===== config.mk =====
export PLATFORM = sky130hd
export DESIGN_NAME = rs_decode_ctrl
export DESIGN_NICKNAME = d
export VERILOG_FILES = /design/src/rtl/rs_pkg.sv /design/src/rtl/rs_frame_tracker.sv /design/src/rtl/rs_decode_ctrl.sv
export SDC_FILE = /design/constraint.sdc
export NUM_CORES = 1
export LEC_CHECK = 0
export ABC_AREA = 0
export CORE_AREA = 8 8 202 204
export DETAILED_ROUTE_END_ITERATION = 12
export DIE_AREA = 0 0 210 212
export DONT_BUFFER_PORTS = 1
export PLACE_DENSITY = 0.47
export SYNTH_ARGS = -nofsm -noshare
export SYNTH_HDL_FRONTEND = slang
export SYNTH_HIERARCHICAL = 1
export SYNTH_SLANG_ARGS = --single-unit

===== constraint.sdc =====
create_clock -name clk -period 5.19 [get_ports clk]
set_input_delay 0.7785 -clock clk [delete_from_list [all_inputs] [get_ports clk]]
set_output_delay 0.7785 -clock clk [all_outputs]
set_load 0.02 [all_outputs]

===== src/rtl/rs_pkg.sv =====
// Shared constants and types for the RS(255,239) decoder front-end sequencer.
package rs_pkg;

  localparam int RS_BEATS    = 16;
  localparam int RS_SYM_W    = 8;
  localparam int RS_NSYND    = 16;
  localparam int RS_BEAT_W   = 128;
  localparam int RS_SYND_W   = RS_SYM_W * RS_NSYND;
  localparam int RS_SYND_TMO = 32;
  localparam int RS_KES_TMO  = 255;
  localparam int RS_CNT_W    = $clog2(RS_BEATS);
  localparam int RS_TMO_W    = 8;

  typedef enum logic [2:0] {
    ST_IDLE,
    ST_LOAD,
    ST_WAIT_SYND,
    ST_EVAL,
    ST_SOLVE,
    ST_RESULT,
    ST_DRAIN
  } state_e;

  typedef enum logic [1:0] {
    RES_OK       = 2'b00,
    RES_KES_FAIL = 2'b01,
    RES_FRAMING  = 2'b10,
    RES_TIMEOUT  = 2'b11
  } res_code_e;

endpackage


===== src/rtl/rs_frame_tracker.sv =====
// Counts accepted beats of a codeword and classifies the frame end as clean or malformed.
module rs_frame_tracker
  import rs_pkg::*;
(
  input  logic clk,
  input  logic rst,
  input  logic clear_i,
  input  logic xfer_i,
  input  logic last_i,
  output logic beat0_o,
  output logic frame_ok_o,
  output logic frame_err_o,
  output logic missing_last_o
);

  logic [RS_CNT_W-1:0] beat_cnt_q;
  logic                at_final;

  always_ff @(posedge clk) begin
    if (rst || clear_i) begin
      beat_cnt_q <= '0;
    end else if (xfer_i) begin
      beat_cnt_q <= beat_cnt_q + 1'b1;
    end
  end

  assign at_final       = (beat_cnt_q == RS_CNT_W'(RS_BEATS - 1));
  assign beat0_o        = (beat_cnt_q == '0);
  assign frame_ok_o     = xfer_i & last_i & at_final;
  // A frame that runs past its final beat leaves trailing beats to be drained later.
  assign missing_last_o = xfer_i & ~last_i & at_final;
  assign frame_err_o    = (xfer_i & last_i & ~at_final) | missing_last_o;

endmodule


===== src/rtl/rs_decode_ctrl.sv =====
// Frame sequencer for the RS(255,239) decoder front end: beat forwarding, syndrome
// capture, optional key-equation solve and one registered result per frame.
module rs_decode_ctrl
  import rs_pkg::*;
(
  input  logic                 clk,
  input  logic                 rst,
  input  logic [RS_BEAT_W-1:0] in_data,
  input  logic                 in_valid,
  input  logic                 in_last,
  output logic                 in_ready,
  output logic [RS_BEAT_W-1:0] synd_data,
  output logic                 synd_valid,
  output logic                 synd_clear,
  input  logic [RS_SYND_W-1:0] synd_in,
  input  logic                 synd_done,
  output logic                 kes_start,
  output logic [RS_SYND_W-1:0] kes_synd,
  input  logic                 kes_done,
  input  logic                 kes_fail,
  output logic                 res_valid,
  input  logic                 res_ready,
  output logic                 res_err_free,
  output logic                 res_fail,
  output logic [1:0]           res_code
);

  state_e               state_q;
  logic [RS_TMO_W-1:0]  tmo_cnt_q;
  logic                 in_ready_q, synd_valid_q, synd_clear_q, kes_start_q;
  logic                 res_valid_q, res_err_free_q, res_fail_q, drain_q;
  logic [RS_BEAT_W-1:0] synd_data_q;
  logic [RS_SYND_W-1:0] kes_synd_q;
  res_code_e            res_code_q;

  logic xfer, beat0, frame_ok, frame_err, missing_last;

  assign xfer = in_valid & in_ready_q & (state_q == ST_LOAD);

  rs_frame_tracker u_tracker (
    .clk            (clk),
    .rst            (rst),
    .clear_i        (state_q == ST_IDLE),
    .xfer_i         (xfer),
    .last_i         (in_last),
    .beat0_o        (beat0),
    .frame_ok_o     (frame_ok),
    .frame_err_o    (frame_err),
    .missing_last_o (missing_last)
  );

  // NOTE: every register here is updated with <= so all branches see pre-edge values;
  // the wide data registers are reset too because they drive module outputs directly.
  always_ff @(posedge clk) begin
    if (rst) begin
      state_q        <= ST_IDLE;
      tmo_cnt_q      <= '0;
      in_ready_q     <= 1'b0;
      synd_valid_q   <= 1'b0;
      synd_clear_q   <= 1'b0;
      kes_start_q    <= 1'b0;
      res_valid_q    <= 1'b0;
      res_err_free_q <= 1'b0;
      res_fail_q     <= 1'b0;
      drain_q        <= 1'b0;
      synd_data_q    <= '0;
      kes_synd_q     <= '0;
      res_code_q     <= RES_OK;
    end else begin
      synd_valid_q <= xfer;
      synd_clear_q <= xfer & beat0;
      kes_start_q  <= 1'b0;
      tmo_cnt_q    <= tmo_cnt_q + 1'b1;
      if (xfer) synd_data_q <= in_data;

      unique case (state_q)
        ST_IDLE: begin
          state_q    <= ST_LOAD;
          in_ready_q <= 1'b1;
          tmo_cnt_q  <= '0;
        end
        ST_LOAD: begin
          if (frame_ok) begin
            state_q    <= ST_WAIT_SYND;
            in_ready_q <= 1'b0;
            tmo_cnt_q  <= '0;
          end else if (frame_err) begin
            state_q        <= ST_RESULT;
            in_ready_q     <= 1'b0;
            tmo_cnt_q      <= '0;
            drain_q        <= missing_last;
            res_valid_q    <= 1'b1;
            res_code_q     <= RES_FRAMING;
            res_fail_q     <= 1'b1;
            res_err_free_q <= 1'b0;
          end
        end
        ST_WAIT_SYND: begin
          if (synd_done) begin
            kes_synd_q <= synd_in;
            state_q    <= ST_EVAL;
            tmo_cnt_q  <= '0;
          end else if (tmo_cnt_q == RS_TMO_W'(RS_SYND_TMO - 1)) begin
            state_q        <= ST_RESULT;
            tmo_cnt_q      <= '0;
            res_valid_q    <= 1'b1;
            res_code_q     <= RES_TIMEOUT;
            res_fail_q     <= 1'b1;
            res_err_free_q <= 1'b0;
          end
        end
        ST_EVAL: begin
          tmo_cnt_q <= '0;
          if (kes_synd_q == '0) begin
            state_q        <= ST_RESULT;
            res_valid_q    <= 1'b1;
            res_code_q     <= RES_OK;
            res_fail_q     <= 1'b0;
            res_err_free_q <= 1'b1;
          end else begin
            state_q     <= ST_SOLVE;
            kes_start_q <= 1'b1;
          end
        end
        ST_SOLVE: begin
          if (kes_done) begin
            state_q        <= ST_RESULT;
            tmo_cnt_q      <= '0;
            res_valid_q    <= 1'b1;
            res_code_q     <= kes_fail ? RES_KES_FAIL : RES_OK;
            res_fail_q     <= kes_fail;
            res_err_free_q <= 1'b0;
          end else if (tmo_cnt_q == RS_TMO_W'(RS_KES_TMO - 1)) begin
            state_q        <= ST_RESULT;
            tmo_cnt_q      <= '0;
            res_valid_q    <= 1'b1;
            res_code_q     <= RES_TIMEOUT;
            res_fail_q     <= 1'b1;
            res_err_free_q <= 1'b0;
          end
        end
        ST_RESULT: begin
          if (res_ready) begin
            res_valid_q <= 1'b0;
            tmo_cnt_q   <= '0;
            if (drain_q) begin
              state_q    <= ST_DRAIN;
              in_ready_q <= 1'b1;
            end else begin
              state_q <= ST_IDLE;
            end
          end
        end
        ST_DRAIN: begin
          // Trailing beats of an overlong frame are swallowed, never forwarded.
          if (in_valid && in_last) begin
            state_q    <= ST_IDLE;
            in_ready_q <= 1'b0;
            drain_q    <= 1'b0;
            tmo_cnt_q  <= '0;
          end
        end
        default: state_q <= ST_IDLE;
      endcase
    end
  end

  assign in_ready     = in_ready_q;
  assign synd_data    = synd_data_q;
  assign synd_valid   = synd_valid_q;
  assign synd_clear   = synd_clear_q;
  assign kes_start    = kes_start_q;
  assign kes_synd     = kes_synd_q;
  assign res_valid    = res_valid_q;
  assign res_err_free = res_err_free_q;
  assign res_fail     = res_fail_q;
  assign res_code     = res_code_q;

endmodule


==> impl_metrics.yaml <==
run_status:
  outcome: "finished, final reports clean"
grt:
  met1_usage_pct: 16.5
  grt_pass1_wl_um: 54000
  grt_max_degree: 276
  grtUsageMet2_pct: 26.0
  antenna_found_initial: 0
  grt_pass1_vias: 8498
  grt_use_total_pct: 15.5
  gr-usage-met3_pct: 8.96
  grt_overflow: 0
  grt-busiest-layer: "met2"
worst_setup_path:
  path_buf_inv: 2
  cp_slowest_cell: "dfxtp_1"
  cp-start-kind: "flip-flop"
  path_common_cell: "nand4_1"
  worstPathMaxFanout: 51
  cp.arrival_ns: 4.14
  cp-end-kind: "flip-flop"
  cp_data_required_time_ns: 5.60
  slowest_delay_ns: 0.91
  cp_cell_sequence: "nand4_1 -> buf_4 -> inv_4 -> nand4_1 -> nor2_1 -> or4b_4 -> o32ai_4 -> a221oi_2 -> o41ai_4 -> mux2i_1 -> a311oi_1"
  crit_family: "compound AO/OA/AOI/OAI gates"
  critPathKind: "flip-flop to flip-flop"
route:
  ant_nets: 0
  avgRoutedWirePerCell_um: 20.4
  firstDrtPassIters: 5
  drt_iter0_markers: 745
  drt_wl_total_um: 37200
  drc: 0
  num_vias: 8809
  viasPerCell: 4.84
sta:
  worst_pin_slew_ns: 1.06
  max-slew-margin-rel_pct: 29.4
  clock_skew_ns: 0.0131
  rsz0062_at_grt: "no"
  setup-tns-final_ns: 0
  hold_slack_ns: 0.316
  period_needed_ns: 3.73
  fmax_mhz: 268
  setup_viol: 0
  drv_slew: 0
  layout_setup_ws_ns: 1.46
  period_share_pct: 71.9
  hold_viol_final: 0
floorplan:
  ios: 529
  row_count: 72
  fp.dieW_um: 210
  die_h_um: 212
  coreArea_um2: 37900
  die-area_um2: 44500
  start_util_pct: 27.4
clocking:
  post_cts_resized: 0
  cts_buffer_depth: 3
  post-cts-setup-buffer-count: 0
  clock_sinks: 281
  cts_buffers: 34
  clkLatencyLatePin_ns: 0.53
  clk_pin_slew_ns: 0.06
  htree_num_levels: 2
  ctsHoldBuffers: 0
  cts_tree: "done"
  cts_root_buf: "clkbuf_16"
layout:
  drive_gt1_share_pct: 5.38
  final_util_pct: 31.3
  final_nets: 1547
  fin_cells: 1820
  filler_cell_count: 4090
  antenna_cells: 0
  syn_to_final_growth_pct: 14.4
synthesis:
  synth_warnings: 6
  synth_edf_count: 0
  synth.distinct_cells: 50
  synthCells: 1330
  netlist.area_leader.share_pct: 54.1
  synth_ff_type: "dfxtp_1"
  synth_commonest_cells: "523 x nand2_1, 281 x dfxtp_1, 268 x a21oi_1"
  synthArstFlopShare_pct: 0
  synth_seq_cells: 281
  ys_seq_area_share_pct: 54.1
  synth_top_cells_by_area: "dfxtp_1 54%, nand2_1 19%, a21oi_1 13%, clkbuf_1 2.7%, nor4_1 2.0%"
  syn-num-nets: 1598
  synthesis.area_um2: 10400
  syn-mean-instance-area_um2: 7.81
  synth_top_area_cell: "dfxtp_1"
  yosysMostFrequentCell: "nand2_1"
placement:
  place.gp.congestion: 0.810
  dp_hpwl_um: 27300
  place_ws_ns: 1.46
  port_buffers: 0
  dpl.cell_count: 1761
hold_path:
  timing.hold.worst.class: "input port to flip-flop"
power:
  p_leak_nw: 3.86
  power.density_nw_per_um2: 529
  ir_worst_vdd_v: 0.000236
job:
  maxCapViolations: 0
[through the flow]
step	total power [mW]	area (um2)
6_report	6.29	11900
3_5_place_dp	3.91	10700
3_3_place_gp	3.90	10700
4_1_cts	6.38	11900
5_1_grt	6.61	11900
2_1_floorplan	3.57	10400
[where the power goes]
part | internal (mW) | leakage, nW | total [mW] | switching [mW]
Clock | 1.52 | 0.566 | 2.45 | 0.924
Sequential | 2.38 | 2.27 | 2.89 | 0.515
Combinational | 0.327 | 1.02 | 0.952 | 0.625
Total | 4.22 | 3.86 | 6.29 | 2.06
[path summary, 6_finish.rpt]
kind | startpoint | to | slack [ns] | cells after the start
max | state_q[0] | state_q[0] | 1.46 | 11
min reg2reg | tmo_cnt_q[0] | tmo_cnt_q[0] | 0.50 | 1
max reg2reg | state_q[0] | state_q[0] | 1.46 | 11
min | rst | synd_data[63] | 0.32 | 1
[layout make-up]
type	instances	area (um2)	area share, %
Clock buffer	54	1080	9.08
Sequential cell	281	5630	47.3
Multi-Input combinational cell	947	4370	36.8
Clock inverter	5	77.6	0.653
Timing Repair Buffer	7	52.6	0.442
Tap cell	518	648	5.45
Inverter	8	32.5	0.274
[layout by cell type, fill, tap and decap left out, drive strengths merged, types with 2 or more instances in the layout]
cell,n
and2,4
inv,8
nand4,11
xor2,5
nor3b,2
and3,3
o21ai,14
o31a,2
dfxtp,281
xnor2,2
o32ai,2
mux2i,3
ha,4
nand2b,2
a31oi,3
clkinv,2
nor4,34
nor2b,6
nand3,7
nor2,25
nor3,7
a311oi,2
buf,7
nand2,523
a21oi,268
o41ai,2
bufinv,2
clkbuf,54
[state kept, by name, summed over array words and instances, names as in the netlist, 2 cells and up]
| register | cells |
|---|---|
| kes_synd | 128 |
| synd_data | 128 |
| tmo_cnt_q | 8 |
| u_tracker/beat_cnt_q | 4 |
| state_q | 3 |
| res_code | 2 |
[per-layer routing]
layer | share of wire (%) | wire length, um
met5 | 0 | 0
met1 | 37 | 13600
met3 | 14 | 5180
met4 | 2.0 | 738
met2 | 48 | 17700
[cell families (layout without fill, tap and decap cells)]
group	Yosys count	after routing	synth area share, %
adders and majority gates	4	4	0.482
and+or+nand+nor	630	630	24.8
buffers and inverters	102	74	4.00
muxes	4	4	0.397
xor gates and xnor gates	7	7	0.590
DFF	281	281	54.1
AOI/OAI and AO/OA	302	302	15.6
Power figures use the tool's default switching activity.
==> variant 1: new RTL, config.mk and constraints unchanged <==
Set the package constant `RS_BEATS` to 32 (it was 16).
--- a/src/rtl/rs_pkg.sv
+++ b/src/rtl/rs_pkg.sv
@@ -2,5 +2,5 @@
 package rs_pkg;
 
-  localparam int RS_BEATS    = 16;
+  localparam int RS_BEATS    = 32;
   localparam int RS_SYM_W    = 8;
   localparam int RS_NSYND    = 16;
Function: same outputs for any inputs over 4 cycles, from zero or initial values and one cycle with rst high; that may be too few to reach the edited logic, so the function may still have changed.
==> variant 1 against the original RTL <==
  * Worst setup slack better by 0.20 ns
  * Sequential share of layout area is 0.28 points higher
  * Combinational power up 3.9%
  * Synthesized area is 0.63% higher
  * Count of clock-buffer cells in the layout decreased by 7
  * Clock power shrank 8.2%
  * Cell count is the same
  * Wire length rose by 1.4%
  * Cell area down 0.24%
  * Largest power group unchanged
  * Sequential cell count rose by 1
  * First-iteration DRC count up 0.94%
  * Synthesized cell count rose by 0.23%
  * Total power is 2.8% lower
==> variant 1: results (changes against the original RTL) <==
metric,value,unit,change
status,"complete, no violations",,unchanged
Psw,2.04,mW,was 2.06 mW
1st-pass router iterations,5,,unchanged
Total Routing Usage GR,15.4,%,was 15.5%
"top cells by area, synth","dfxtp_1, nand2_1, a21oi_1, clkbuf_1, nor4_1",,unchanged
Clock Skews,0.0111,ns,was 0.0131 ns
Num CTS Buffers,31,,was 34
post_cts resized,0,,unchanged
post-synthesis compound-gate area fraction,15.4,%,was 15.6%
largest buffer count on any clock path,3,,unchanged
Mapped Nets,1602,,"was 1,598"
post-synth top area share,54.0,%,was 54.1%
CP Max Fanout,56,,was 51
share of layout cells above drive strength 1,5.45,%,was 5.38%
Post-Synth XOR/XNOR Area,0.670,%,was 0.590%
maximum VDD drop,0.255,mV,was 0.236 mV
vias,8949,,"was 8,809"
Setup WS pre-CTS,1.67,ns,was 1.46 ns
Pleak,3.86,nW,about the same
wire per inst,20.7,um,was 20.4 um
worst slew margin relative to its limit,32.5,%,was 29.4%
adder-cell share of the synthesized area,0.598,%,was 0.482%
Starting DRT DRC Count,752,,was 745
sequential share of the synthesized area,54.0,%,was 54.1%
nets@finish,1548,,"was 1,547"
Skew-Pair Late Insertion Delay,0.58,ns,was 0.53 ns
fillers,4056,,"was 4,090"
clk slew on worst S/H paths,0.06,ns,about the same
initial antenna violation count,3,,was 0
slowest CP cell,dfxtp_1,,unchanged
Netlist cell types,50,,unchanged
mux cell area share after synthesis,0.526,%,was 0.397%
Ys Warns,6,,unchanged
Worst path max stage delay,0.67,ns,was 0.91 ns
most instantiated cells after synthesis,"nand2_1, dfxtp_1, a21oi_1",,unchanged
PortBufs,0,,unchanged
clk root buf,clkbuf_16,,unchanged
syn avg cell area,7.85,um2,was 7.81 um2
global-route wire length before repair,54.3,mm,was 54.0 mm
Top delay family on crit path,simple AND/OR/NAND/NOR gates,,was compound AO/OA/AOI/OAI gates
antenna fix cells,0,,unchanged
vias in the first global route,8502,,"was 8,498"
htree depth,1,,was 2
GPL Wtd Cong,0.818,,was 0.810
Hold Crit Class,input port to flip-flop,,unchanged
Detail Placement HPWL,27.9,mm,was 27.3 mm
worst endpoint data arrival time,4.01,ns,was 4.14 ns
postcts setup bufs,0,,unchanged
Synth async-reset ratio,0,%,unchanged
==> variant 1: stage by stage <==
stage | total power [mW] | area [um2]
CTS | 6.19 | 11900
floorplan | 3.58 | 10500
finish | 6.11 | 11900
detailed placement | 3.93 | 10800
global route | 6.43 | 11900
global placement | 3.91 | 10800
==> variant 1: cells by family (layout without fill, tap and decap cells) <==
logic type	count (synthesis)	count (layout)
xor gates and xnor gates	8	8
AOI/OAI and AO/OA	301	301
and+or+nand+nor	631	631
DFF	282	282
adders and majority gates	5	5
buffers and inverters	101	70
muxes	5	5
==> variant 1: routing by layer <==
metal / up-vias / track usage [%] / part of all wire [%]
met1: 4142 / 16.8 / 36
met4: 4 / 4.30 / 2.7
met2: 448 / 25.9 / 47
li1: 4298 / - / -
met5: - / 0 / 0.072
met3: 57 / 8.31 / 14
==> variant 1: worst paths after layout <==
| kind | from | end | slack [ns] | cells past startpoint |
|---|---|---|---|---|
| max | state_q[2] | state_q[0] | 1.66 | 11 |
| min | rst | synd_data[76] | 0.28 | 1 |
| max reg2reg | state_q[2] | state_q[0] | 1.66 | 11 |
| min reg2reg | tmo_cnt_q[0] | tmo_cnt_q[0] | 0.50 | 1 |
==> variant 1: area by class of cell <==
type / count / area [um2] / area share, %
sequential: 282 / 5650 / 47.6
multi-input combinational: 950 / 4420 / 37.2
clock buffer: 47 / 956 / 8.06
tap: 518 / 648 / 5.47
clock inverter: 9 / 98.8 / 0.834
timing repair buffer: 7 / 65.1 / 0.549
inverter: 7 / 28.8 / 0.243
==> variant 1: power by group through the flow <==
stage	Combinational, mW	Clock [mW]	Sequential (mW)
floorplan	0.790	0	2.80
global placement	0.985	0	2.93
detailed placement	0.997	0	2.93
CTS	1.00	2.31	2.88
global route	1.11	2.41	2.91
finish	0.989	2.25	2.87
==> variant 2: new RTL, same flow settings <==
Without the edit above. The 7 states of `state_e` get a one-hot encoding in 7 bits.
--- a/src/rtl/rs_pkg.sv
+++ b/src/rtl/rs_pkg.sv
@@ -12,12 +12,12 @@
   localparam int RS_TMO_W    = 8;
 
-  typedef enum logic [2:0] {
-    ST_IDLE,
-    ST_LOAD,
-    ST_WAIT_SYND,
-    ST_EVAL,
-    ST_SOLVE,
-    ST_RESULT,
-    ST_DRAIN
+  typedef enum logic [6:0] {
+    ST_IDLE      = 7'b0000001,
+    ST_LOAD      = 7'b0000010,
+    ST_WAIT_SYND = 7'b0000100,
+    ST_EVAL      = 7'b0001000,
+    ST_SOLVE     = 7'b0010000,
+    ST_RESULT    = 7'b0100000,
+    ST_DRAIN     = 7'b1000000
   } state_e;
 
Function: no difference found for any inputs over 4 cycles, from zero or initial values and one cycle with rst high; so few cycles prove little.
==> variant 2 against the original RTL <==
  * Maximum frequency is 4.4% higher
  * First-iteration DRC count is 18% lower
  * Synthesized area is 0.99% higher
  * Cell count is 0.60% higher
  * Via count is 1.6% higher
  * Synthesized cell count is 0.45% higher
  * Cell area is 1.2% higher
  * Wire length is 4.4% higher
  * Worst setup slack better by 0.16 ns
  * Sequential cell count is 4 higher
Power is not compared: it rests on default switching activity, and its combinational part moved more than twofold at a synthesized area within 25%.
==> variant 2: results (changes against the original RTL) <==
metric,value,unit,change
CP Max Fanout,75,,was 51
"Top FF cell, synth",dfxtp_1,,unchanged
nets@finish,1555,,"was 1,547"
fillers,4080,,"was 4,090"
most instantiated cells after synthesis,"nand2_1, dfxtp_1, a21oi_1",,unchanged
"top cells by area, synth","dfxtp_1, nand2_1, a21oi_1, nor4_1, clkbuf_1",,"was dfxtp_1, nand2_1, a21oi_1, clkbuf_1, nor4_1"
largest buffer count on any clock path,3,,unchanged
Detail Placement HPWL,28.5,mm,was 27.3 mm
Worst R2R Setup Slack,1.62,ns,was 1.46 ns
share of layout cells above drive strength 1,5.50,%,was 5.38%
GPL Wtd Cong,0.828,,was 0.810
Num CTS Buffers,34,,unchanged
Slew @ Worst Pin,1.17,ns,was 1.06 ns
Synth async-reset ratio,0,%,unchanged
post_cts resized,0,,unchanged
1st-pass router iterations,5,,unchanged
worst endpoint data arrival time,3.98,ns,was 4.14 ns
Total Routing Usage GR,16.2,%,was 15.5%
Hold Crit Class,input port to flip-flop,,unchanged
global-route wire length before repair,55.7,mm,was 54.0 mm
Reg2Reg Depth,8,,was 11
htree depth,2,,unchanged
Routed WL,38.8,mm,was 37.2 mm
maximum VDD drop,0.244,mV,
sequential share of the synthesized area,54.4,%,was 54.1%
Psw,1.32,mW,
largest net degree at the start of global routing,276,,unchanged
clk slew on worst S/H paths,0.06,ns,about the same
postcts setup bufs,0,,unchanged
Pleak,3.85,nW,
Clock Skews,0.0157,ns,was 0.0131 ns
clk root buf,clkbuf_16,,unchanged
Skew-Pair Late Insertion Delay,0.52,ns,
initial antenna violation count,4,,was 0
placed cell areas,0.0108,mm2,was 0.0107 mm2
hold depth,1,,unchanged
Netlist cell types,48,,was 50
Worst path max stage delay,0.72,ns,was 0.91 ns
Top delay family on crit path,simple AND/OR/NAND/NOR gates,,was compound AO/OA/AOI/OAI gates
status,"complete, no violations",,unchanged
vias in the first global route,8590,,"was 8,498"
Starting DRT DRC Count,609,,was 745
slowest CP cell,buf_4,,was dfxtp_1
Vias/cell,4.89,,was 4.84
PortBufs,0,,unchanged
Ys Warns,6,,unchanged
-- variant 2: stage by stage --
step	hold slack, ns	instances	setup slack, ns
6_report	0.354	1831	1.62
5_1_grt	0.316	1831	1.32
4_1_cts	0.293	1828	1.57
3_5_place_dp	0.461	1769	1.58
3_3_place_gp	0.445	1769	1.73
2_1_floorplan	0.430	1336	2.13
-- variant 2: final cells by class --
class | instances | area, um2 | share of cell area, %
Antenna cell | 3 | 7.51 | 0.0624
Inverter | 15 | 58.8 | 0.489
Multi-Input combinational cell | 945 | 4330 | 36.0
Tap cell | 518 | 648 | 5.39
Timing Repair Buffer | 6 | 45.0 | 0.374
Clock inverter | 10 | 183 | 1.52
Sequential cell | 285 | 5710 | 47.4
Clock buffer | 49 | 1050 | 8.73
-- variant 2: kinds of logic (layout without fill, tap and decap cells) --
group	count (synthesis)	count (layout)	share of synthesized area [%]
and+or+nand+nor	640	640	25.4
other	0	3	0
AOI/OAI and AO/OA	291	291	14.4
muxes	2	2	0.203
buffers and inverters	106	80	4.51
xor gates and xnor gates	8	8	0.668
DFF	285	285	54.4
adders and majority gates	4	4	0.477
-- variant 2: path summary, 6_finish.rpt --
check                   end    startpoint
max          synd_data[120]    state_q[6]
min                in_ready           rst
max reg2reg  synd_data[120]    state_q[6]
min reg2reg    tmo_cnt_q[0]  tmo_cnt_q[0]
-- variant 2: power by group through the flow --
stage	logic [mW]	clock network (mW)	registers, mW
floorplan	0.307	0	2.42
global placement	0.349	0	2.48
detailed placement	0.353	0	2.48
CTS	0.354	2.68	2.43
global route	0.395	2.76	2.44
finish	0.346	2.59	2.42
-- variant 2: metal layers --
layer	routed length, um	track usage (%)
met2	18400	26.7
met1	14300	17.0
met4	930	6.05
met5	13	0
met3	5170	9.17
